[src/rtl/ethtransmit_if.sv]
// Signal bundle between the GMII frame transmitter and its host/buffer side.
// The transmitter takes the slave modport; the host/buffer/CRC side takes master.
interface ethtransmit_if;
  logic        txreq;
  logic [10:0] txcntb;
  logic [15:0] txbdata;
  logic [31:0] crc;
  logic        txdone;
  logic [9:0]  txbaddr;
  logic [7:0]  dataout;
  logic        txen;
  logic        txer;
  logic        crcen;
  logic        crcre;
  logic        txrdy;
  logic        err_gen;

  modport master (
    output txreq, txcntb, txbdata, crc, txdone,
    input  txbaddr, dataout, txen, txer, crcen, crcre, txrdy, err_gen
  );

  modport slave (
    input  txreq, txcntb, txbdata, crc, txdone,
    output txbaddr, dataout, txen, txer, crcen, crcre, txrdy, err_gen
  );
endinterface

[src/rtl/ethtransmit.sv]
// GMII Ethernet frame transmitter: preamble, SFD, buffered data, zero pad, external FCS, IPG.
// All state advances on the falling clock edge; clr is an asynchronous active-high reset.
module ethtransmit #(
  parameter int unsigned MINLEN = 60,
  parameter int unsigned MAXLEN = 1514,
  parameter int unsigned IPG    = 12
) (
  input logic          clk,
  input logic          clr,
  ethtransmit_if.slave io_tx
);

  localparam logic [10:0] LP_MAXLEN    = 11'(MAXLEN);
  localparam logic [10:0] LP_MINLEN    = 11'(MINLEN);
  localparam logic [10:0] LP_MINLEN_M1 = 11'(MINLEN - 1);
  localparam logic [7:0]  LP_IPG_M1    = 8'(IPG - 1);

  typedef enum logic [2:0] {
    StIdle,
    StPreamble,
    StSfd,
    StData,
    StPad,
    StCrc,
    StIpg,
    StFinish
  } state_e;

  state_e      r_state;
  logic [10:0] r_len;
  logic [10:0] r_cnt;
  logic [7:0]  r_seq;
  logic [7:0]  r_lo;
  logic [9:0]  r_txbaddr;
  logic [7:0]  r_dataout;
  logic        r_txen;
  logic        r_crcen;
  logic        r_crcre;
  logic        r_txrdy;
  logic        r_err;

  always_ff @(negedge clk or posedge clr) begin
    if (clr) begin
      r_state   <= StIdle;
      r_len     <= '0;
      r_cnt     <= '0;
      r_seq     <= '0;
      r_lo      <= '0;
      r_txbaddr <= '0;
      r_dataout <= '0;
      r_txen    <= 1'b0;
      r_crcen   <= 1'b0;
      r_crcre   <= 1'b1;
      r_txrdy   <= 1'b0;
      r_err     <= 1'b0;
    end else begin
      case (r_state)
        StIdle: begin
          r_txen    <= 1'b0;
          r_dataout <= '0;
          r_crcen   <= 1'b0;
          r_crcre   <= 1'b1;
          r_txbaddr <= '0;
          r_cnt     <= '0;
          r_seq     <= '0;
          if (io_tx.txreq) begin
            r_len <= io_tx.txcntb;
            r_err <= 1'b0;
            if (io_tx.txcntb == 11'd0 || io_tx.txcntb > LP_MAXLEN) begin
              r_err   <= 1'b1;
              r_txrdy <= 1'b1;
              r_state <= StFinish;
            end else begin
              r_state <= StPreamble;
            end
          end
        end

        StPreamble: begin
          r_dataout <= 8'h55;
          r_txen    <= 1'b1;
          r_seq     <= r_seq + 8'd1;
          if (r_seq == 8'd6) begin
            r_seq   <= '0;
            r_state <= StSfd;
          end
        end

        StSfd: begin
          r_dataout <= 8'hD5;
          r_txen    <= 1'b1;
          r_crcre   <= 1'b0;
          r_state   <= StData;
        end

        // Even bytes come from the freshly fetched word; its low half is held for the odd byte.
        StData: begin
          r_crcen <= 1'b1;
          if (!r_cnt[0]) begin
            r_dataout <= io_tx.txbdata[15:8];
            r_lo      <= io_tx.txbdata[7:0];
            r_txbaddr <= r_txbaddr + 10'd1;
          end else begin
            r_dataout <= r_lo;
          end
          r_cnt <= r_cnt + 11'd1;
          if (r_cnt == r_len - 11'd1) begin
            r_state <= (r_len < LP_MINLEN) ? StPad : StCrc;
          end
        end

        StPad: begin
          r_dataout <= '0;
          r_crcen   <= 1'b1;
          r_cnt     <= r_cnt + 11'd1;
          if (r_cnt == LP_MINLEN_M1) begin
            r_state <= StCrc;
          end
        end

        // crcen drops on the first FCS edge so the CRC unit result holds still.
        StCrc: begin
          r_crcen <= 1'b0;
          case (r_seq[1:0])
            2'd0:    r_dataout <= io_tx.crc[7:0];
            2'd1:    r_dataout <= io_tx.crc[15:8];
            2'd2:    r_dataout <= io_tx.crc[23:16];
            default: r_dataout <= io_tx.crc[31:24];
          endcase
          r_seq <= r_seq + 8'd1;
          if (r_seq == 8'd3) begin
            r_seq   <= '0;
            r_state <= StIpg;
          end
        end

        StIpg: begin
          r_txen    <= 1'b0;
          r_dataout <= '0;
          r_seq     <= r_seq + 8'd1;
          if (r_seq == LP_IPG_M1) begin
            r_seq   <= '0;
            r_txrdy <= 1'b1;
            r_state <= StFinish;
          end
        end

        StFinish: begin
          if (io_tx.txdone) begin
            r_txrdy   <= 1'b0;
            r_crcre   <= 1'b1;
            r_txbaddr <= '0;
            r_state   <= StIdle;
          end
        end

        default: r_state <= StIdle;
      endcase
    end
  end

  assign io_tx.txbaddr = r_txbaddr;
  assign io_tx.dataout = r_dataout;
  assign io_tx.txen    = r_txen;
  assign io_tx.txer    = 1'b0;
  assign io_tx.crcen   = r_crcen;
  assign io_tx.crcre   = r_crcre;
  assign io_tx.txrdy   = r_txrdy;
  assign io_tx.err_gen = r_err;

endmodule
[src/flat_wrapper.sv]
// flat-port wrapper written by rule: the top's interface ports become plain ports
module ethtransmit_flat 
#(
  parameter int unsigned MINLEN = 60,
  parameter int unsigned MAXLEN = 1514,
  parameter int unsigned IPG    = 12
)
  (clk, clr, io_tx_txreq, io_tx_txcntb, io_tx_txbdata, io_tx_crc, io_tx_txdone, io_tx_txbaddr, io_tx_dataout, io_tx_txen, io_tx_txer, io_tx_crcen, io_tx_crcre, io_tx_txrdy, io_tx_err_gen);
  ethtransmit_if io_tx_i ();
  input logic clk;
  input logic clr;
  input wire logic [$bits(io_tx_i.txreq)-1:0] io_tx_txreq;
  input wire logic [$bits(io_tx_i.txcntb)-1:0] io_tx_txcntb;
  input wire logic [$bits(io_tx_i.txbdata)-1:0] io_tx_txbdata;
  input wire logic [$bits(io_tx_i.crc)-1:0] io_tx_crc;
  input wire logic [$bits(io_tx_i.txdone)-1:0] io_tx_txdone;
  output wire logic [$bits(io_tx_i.txbaddr)-1:0] io_tx_txbaddr;
  output wire logic [$bits(io_tx_i.dataout)-1:0] io_tx_dataout;
  output wire logic [$bits(io_tx_i.txen)-1:0] io_tx_txen;
  output wire logic [$bits(io_tx_i.txer)-1:0] io_tx_txer;
  output wire logic [$bits(io_tx_i.crcen)-1:0] io_tx_crcen;
  output wire logic [$bits(io_tx_i.crcre)-1:0] io_tx_crcre;
  output wire logic [$bits(io_tx_i.txrdy)-1:0] io_tx_txrdy;
  output wire logic [$bits(io_tx_i.err_gen)-1:0] io_tx_err_gen;
  assign io_tx_i.txreq = io_tx_txreq;
  assign io_tx_i.txcntb = io_tx_txcntb;
  assign io_tx_i.txbdata = io_tx_txbdata;
  assign io_tx_i.crc = io_tx_crc;
  assign io_tx_i.txdone = io_tx_txdone;
  assign io_tx_txbaddr = io_tx_i.txbaddr;
  assign io_tx_dataout = io_tx_i.dataout;
  assign io_tx_txen = io_tx_i.txen;
  assign io_tx_txer = io_tx_i.txer;
  assign io_tx_crcen = io_tx_i.crcen;
  assign io_tx_crcre = io_tx_i.crcre;
  assign io_tx_txrdy = io_tx_i.txrdy;
  assign io_tx_err_gen = io_tx_i.err_gen;
  ethtransmit #(.MINLEN(MINLEN), .MAXLEN(MAXLEN), .IPG(IPG)) u_core (.clk(clk), .clr(clr), .io_tx(io_tx_i));
endmodule
[config.mk]
export PLATFORM = sky130hd
export DESIGN_NAME = ethtransmit_flat
export DESIGN_NICKNAME = d
export VERILOG_FILES = /design/src/rtl/ethtransmit_if.sv /design/src/rtl/ethtransmit.sv /design/src/flat_wrapper.sv
export SDC_FILE = /design/constraint.sdc
export NUM_CORES = 1
export LEC_CHECK = 0
export BUFFER_PORTS_ARGS = -buffer_cell sky130_fd_sc_hd__buf_2
export CORE_UTILIZATION = 41
export DETAILED_ROUTE_END_ITERATION = 6
export GPL_TIMING_DRIVEN = 0
export PLACE_DENSITY = 0.74
export SETUP_SLACK_MARGIN = 0.5
export SLEW_MARGIN = 20
export SYNTH_ARGS = -nofsm -noshare
export SYNTH_HDL_FRONTEND = slang
export SYNTH_SLANG_ARGS = --single-unit
[constraint.sdc]
create_clock -name clk -period 4 [get_ports clk]
set_clock_uncertainty 0.1 [all_clocks]
set_input_delay 0 -clock clk [delete_from_list [all_inputs] [get_ports clk]]
set_output_delay 0 -clock clk [all_outputs]
set_load 0.1 [all_outputs]
Yosys cells after proc, flatten, opt, wreduce, memory -nomap -nowiden. Cells that the tools add are included.

Flip-flop bits (word level): 64. Input port bits: 63. Output and inout bits: 24. Word-level logic and storage cells: 96.

Add/sub/neg operators: 4. Magnitude comparators: 2. Equal/unequal tests: 23. Multiplexer cells: 31. Bitwise logic cells: 1. Reduce and logical (&&, ||, !) cells: 23.

Operators by type and width (count): 8-bit case mux with 5 select lines (1); 8-bit 2-to-1 mux (4); 8-bit case mux with 4 select lines (1); 10-bit case mux with 3 select lines (1); 3-bit 2-to-1 mux (8); 3-bit case mux with 8 select lines (1); 8-bit case mux with 3 select lines (1); 11-bit case mux with 2 select lines (1); 10-bit 2-to-1 mux (2); 3-bit == test (second input constant) (4); 2-bit by 1-bit inequality test with 1-bit output (second input constant) (6); 11-bit by 1-bit adder with 11-bit output (second input constant) (1); 11-bit == test (1); 11-bit by 6-bit == test with 1-bit output (second input constant) (1); 11-bit greater-than comparator (second input constant) (1); 11-bit logical NOT (1); 11-bit by 6-bit < comparator with 1-bit output (second input constant) (1); 11-bit by 1-bit subtractor with 11-bit output (second input constant) (1); 10-bit by 1-bit adder with 10-bit output (second input constant) (1); 3-bit nonzero test (3); 8-bit by 1-bit adder with 8-bit output (second input constant) (1); 8-bit by 2-bit == test with 1-bit output (second input constant) (1); 8-bit by 3-bit == test with 1-bit output (second input constant) (1); 8-bit by 4-bit == test with 1-bit output (second input constant) (1); other kinds (21) (39).

Longest topological paths before layout.
Depth in word-level cells: 5. Mapped depth: 10. Gate-level depth less buffers: 8.

==> reports/qor.json <==
{
  "num_antenna_cells": 0,
  "postRouteAntennaNets": 0,
  "max-slew-margin-rel": 0.550,
  "synth_nets": 500,
  "design.final.nets": 598,
  "worst_setup_hold_path_clk_slew_ps": 50,
  "powerDensity_nw_per_um2": 798,
  "rr_startpoint": "u_core.r_len[0]$_DFFE_NP0P_",
  "critPathMaxFanout": 7,
  "netlist-cell-type-count": 63,
  "synth.top_cells.by_area": "dfrtn_1 40%, nand2_1 6.0%, o21ai_0 5.3%",
  "hold_slack_ps": 318,
  "setup_total_negative_slack_ps": 0,
  "globalRoute.totalOverflow": 0,
  "dr.pass1.iters": 4,
  "hp-class": "flip-flop to flip-flop",
  "route.detailed.drc": 0,
  "timing.final.max_slew_violations": 0,
  "layout-drive-gt1-share": 0.265,
  "cts_num_sinks": 64,
  "worstPathArrival_ps": 3290,
  "detailed_place_hpwl_mm": 7.29,
  "startpoint_type": "flip-flop",
  "worst_slew_pin_slew_ps": 674,
  "row_count": 35,
  "first_global_vias": 3487,
  "synth_top_area_frac": 0.404,
  "asyncSetResetFlopFracSynth": 1.00,
  "timing.critical_path.to_type": "output pin",
  "drt_first_iter_violations": 186,
  "clock_tree.root_cell": "clkbuf_8",
  "antenna_found_initial": 0,
  "syn-mean-instance-area_um2": 9.07,
  "mostFrequentLayoutCell": "buf_2",
  "die_w_um": 99.5,
  "number_of_flops_mapped_to_enable_cells_by_yosys": 0,
  "timing.critical_path.slowest_stage_cell": "dfrtn_1",
  "min_from": "u_core.io_tx.txbaddr[9]$_DFFE_NP0P_",
  "grt_pass1_wl_mm": 16.2,
  "synthesized_netlist_cell_count": 430,
  "max-clock-path-buffers": 2,
  "register_area_share_after_synthesis": 0.411,
  "wire_per_inst_um": 14.4,
  "yosys_register_bits": 64,
  "grt_max_degree": 29,
  "post_synth_instance_area_um2": 3900,
  "status": "finished clean",
  "setup_violators_final": 0,
  "syn2layout_area_growth_pct": 20.9,
  "detailroute.via_count": 3569,
  "critical_path.cell_chain": "buf_2",
  "port_buffers": 85,
  "timing.final.hold_violations": 0,
  "number_of_warnings_printed_during_yosys_synthesis": 0,
  "place.gp.congestion": 0.814,
  "routed_wl_mm": 9.52,
  "die_height_um": 99.5,
  "clk_latency_ps": 330,
  "post-synth-top-area-cell": "dfrtn_1",
  "peak_ir_drop_on_the_vdd_network_v": 0.000495,
  "cts_tree": "yes",
  "cpPeakStageDelay_ps": 490,
  "synth_top_flop_cell": "dfrtn_1",
  "layout_common_cells": "88 x buf_2, 63 x dfrtn_1, 62 x nand2_1, 41 x o21ai_0, 33 x nor2_1",
  "htree_levels": 3,
  "floorplan_die_area_um2": 9910,
  "cts-buffers-inserted": 9,
  "core_outline_area_um2": 9240,
  "rsz_0062_raised_after_global_routing": "false",
  "via_density_per_instance": 5.40,
  "path_class": "flip-flop to output pin",
  "drv.max_cap_violation_count": 0,
  "cp_num_buf_inv": 1,
  "crit_path_start": "u_core.io_tx.txbaddr[7]$_DFFE_NP0P_",
  "boundaryPins": 87,
  "critical-path-top-delay-family": "flip-flops",
  "holdBufCountCts": 0,
  "floorplan.initialDensity": 0.422,
  "cp_data_required_time_ps": 3900,
  "total_leakage_power_nw": 2.14,
  "global_routing_usage_summed_across_all_routing_layers": 0.204
}
## sequential cells by signal, indices dropped and copies added (netlist names)
register              count
u_core.io_tx.crcen        1
u_core.io_tx.crcre        1
u_core.io_tx.dataout      8
u_core.io_tx.err_gen      1
u_core.io_tx.txbaddr     10
u_core.io_tx.txen         1
u_core.io_tx.txrdy        1
u_core.r_cnt             11
u_core.r_len             11
u_core.r_lo               8
u_core.r_seq              8
u_core.r_state            3
## cell families after synthesis
family	Yosys count	share of synthesized area
and+or+nand+nor	157	0.197
muxes	24	0.0651
other	1	0.000962
AOI/OAI and AO/OA	115	0.191
adders and majority gates	7	0.0225
DFF	64	0.411
buffers and inverters	43	0.0703
xor gates and xnor gates	19	0.0427
## power breakdown
part / internal (mW) / switching (mW) / leakage [nW]
Clock: 0.254 / 0.258 / 0.0897
Combinational: 0.741 / 1.41 / 1.24
Sequential: 0.892 / 0.203 / 0.805
## layer usage
metal  vias up  global-route usage  wire length [um]
met5         -                   0                 0
met4         0              0.0679               121
met3        18              0.0351               339
met2        85               0.349              4770
met1      1722               0.262              4280
li1       1744                   -                 -
## synthesized netlist by cell type, drive strengths merged, types with 5 or more instances
master and instances:
a31oi 5, a222oi 8, dfrtn 63, nand3b 5, a21oi 19, nand4 8
inv 18, clkbuf 14, nand3 10, nor2 34, nor4 6, xor2 7
mux2i 13, nand2 62, and3 7, buf 10, xnor2 12, mux2 11
o21ai 43, nor3 7, ha 7, o31ai 7, o211ai 6
## metrics by stage
| stage | util | instance area [um2] | power (mW) | setup WS, ps | cells |
|---|---|---|---|---|---|
| detailed placement | 0.491 | 4540 | 3.26 | 290 | 646 |
| global route | 0.510 | 4710 | 4.02 | 532 | 661 |
| CTS | 0.510 | 4710 | 3.77 | 544 | 661 |
| finish | 0.510 | 4710 | 3.76 | 612 | 661 |
| global placement | 0.486 | 4490 | 3.19 | 314 | 644 |
| floorplan | - | 3900 | 2.80 | 631 | 430 |
## what timing repair did
action                                  4_1_cts  5_1_grt
endpoints found under the setup margin        0        1
setup buffers                                 0        0
resized for setup                             0        1
## final timing paths
path | endpoint | slack (ps) | cells past startpoint
setup reg to reg | u_core.r_state[2]$_DFFE_NP0P_ | 1480 | 8
max in group asynchronous | u_core.io_tx.crcre$_DFFE_NP1P_ | 1530 | 4
setup / recovery | io_tx_txbaddr[7] | 610 | 1
hold / removal | u_core.io_tx.txbaddr[9]$_DFFE_NP0P_ | 320 | 1
min in group asynchronous | u_core.io_tx.txbaddr[9]$_DFFE_NP0P_ | 1460 | 2
hold reg to reg | u_core.io_tx.txbaddr[9]$_DFFE_NP0P_ | 320 | 1
## layout make-up
cell class	count	area, um2
Inverter	17	67.6
Multi-Input combinational cell	323	2020
Timing Repair Buffer	87	475
Sequential cell	64	1600
Tap cell	129	161
Buffer	25	206
Clock buffer	12	155
Clock inverter	4	21.3
Fill cell	880	4530
(Power assumes the default switching activity.)
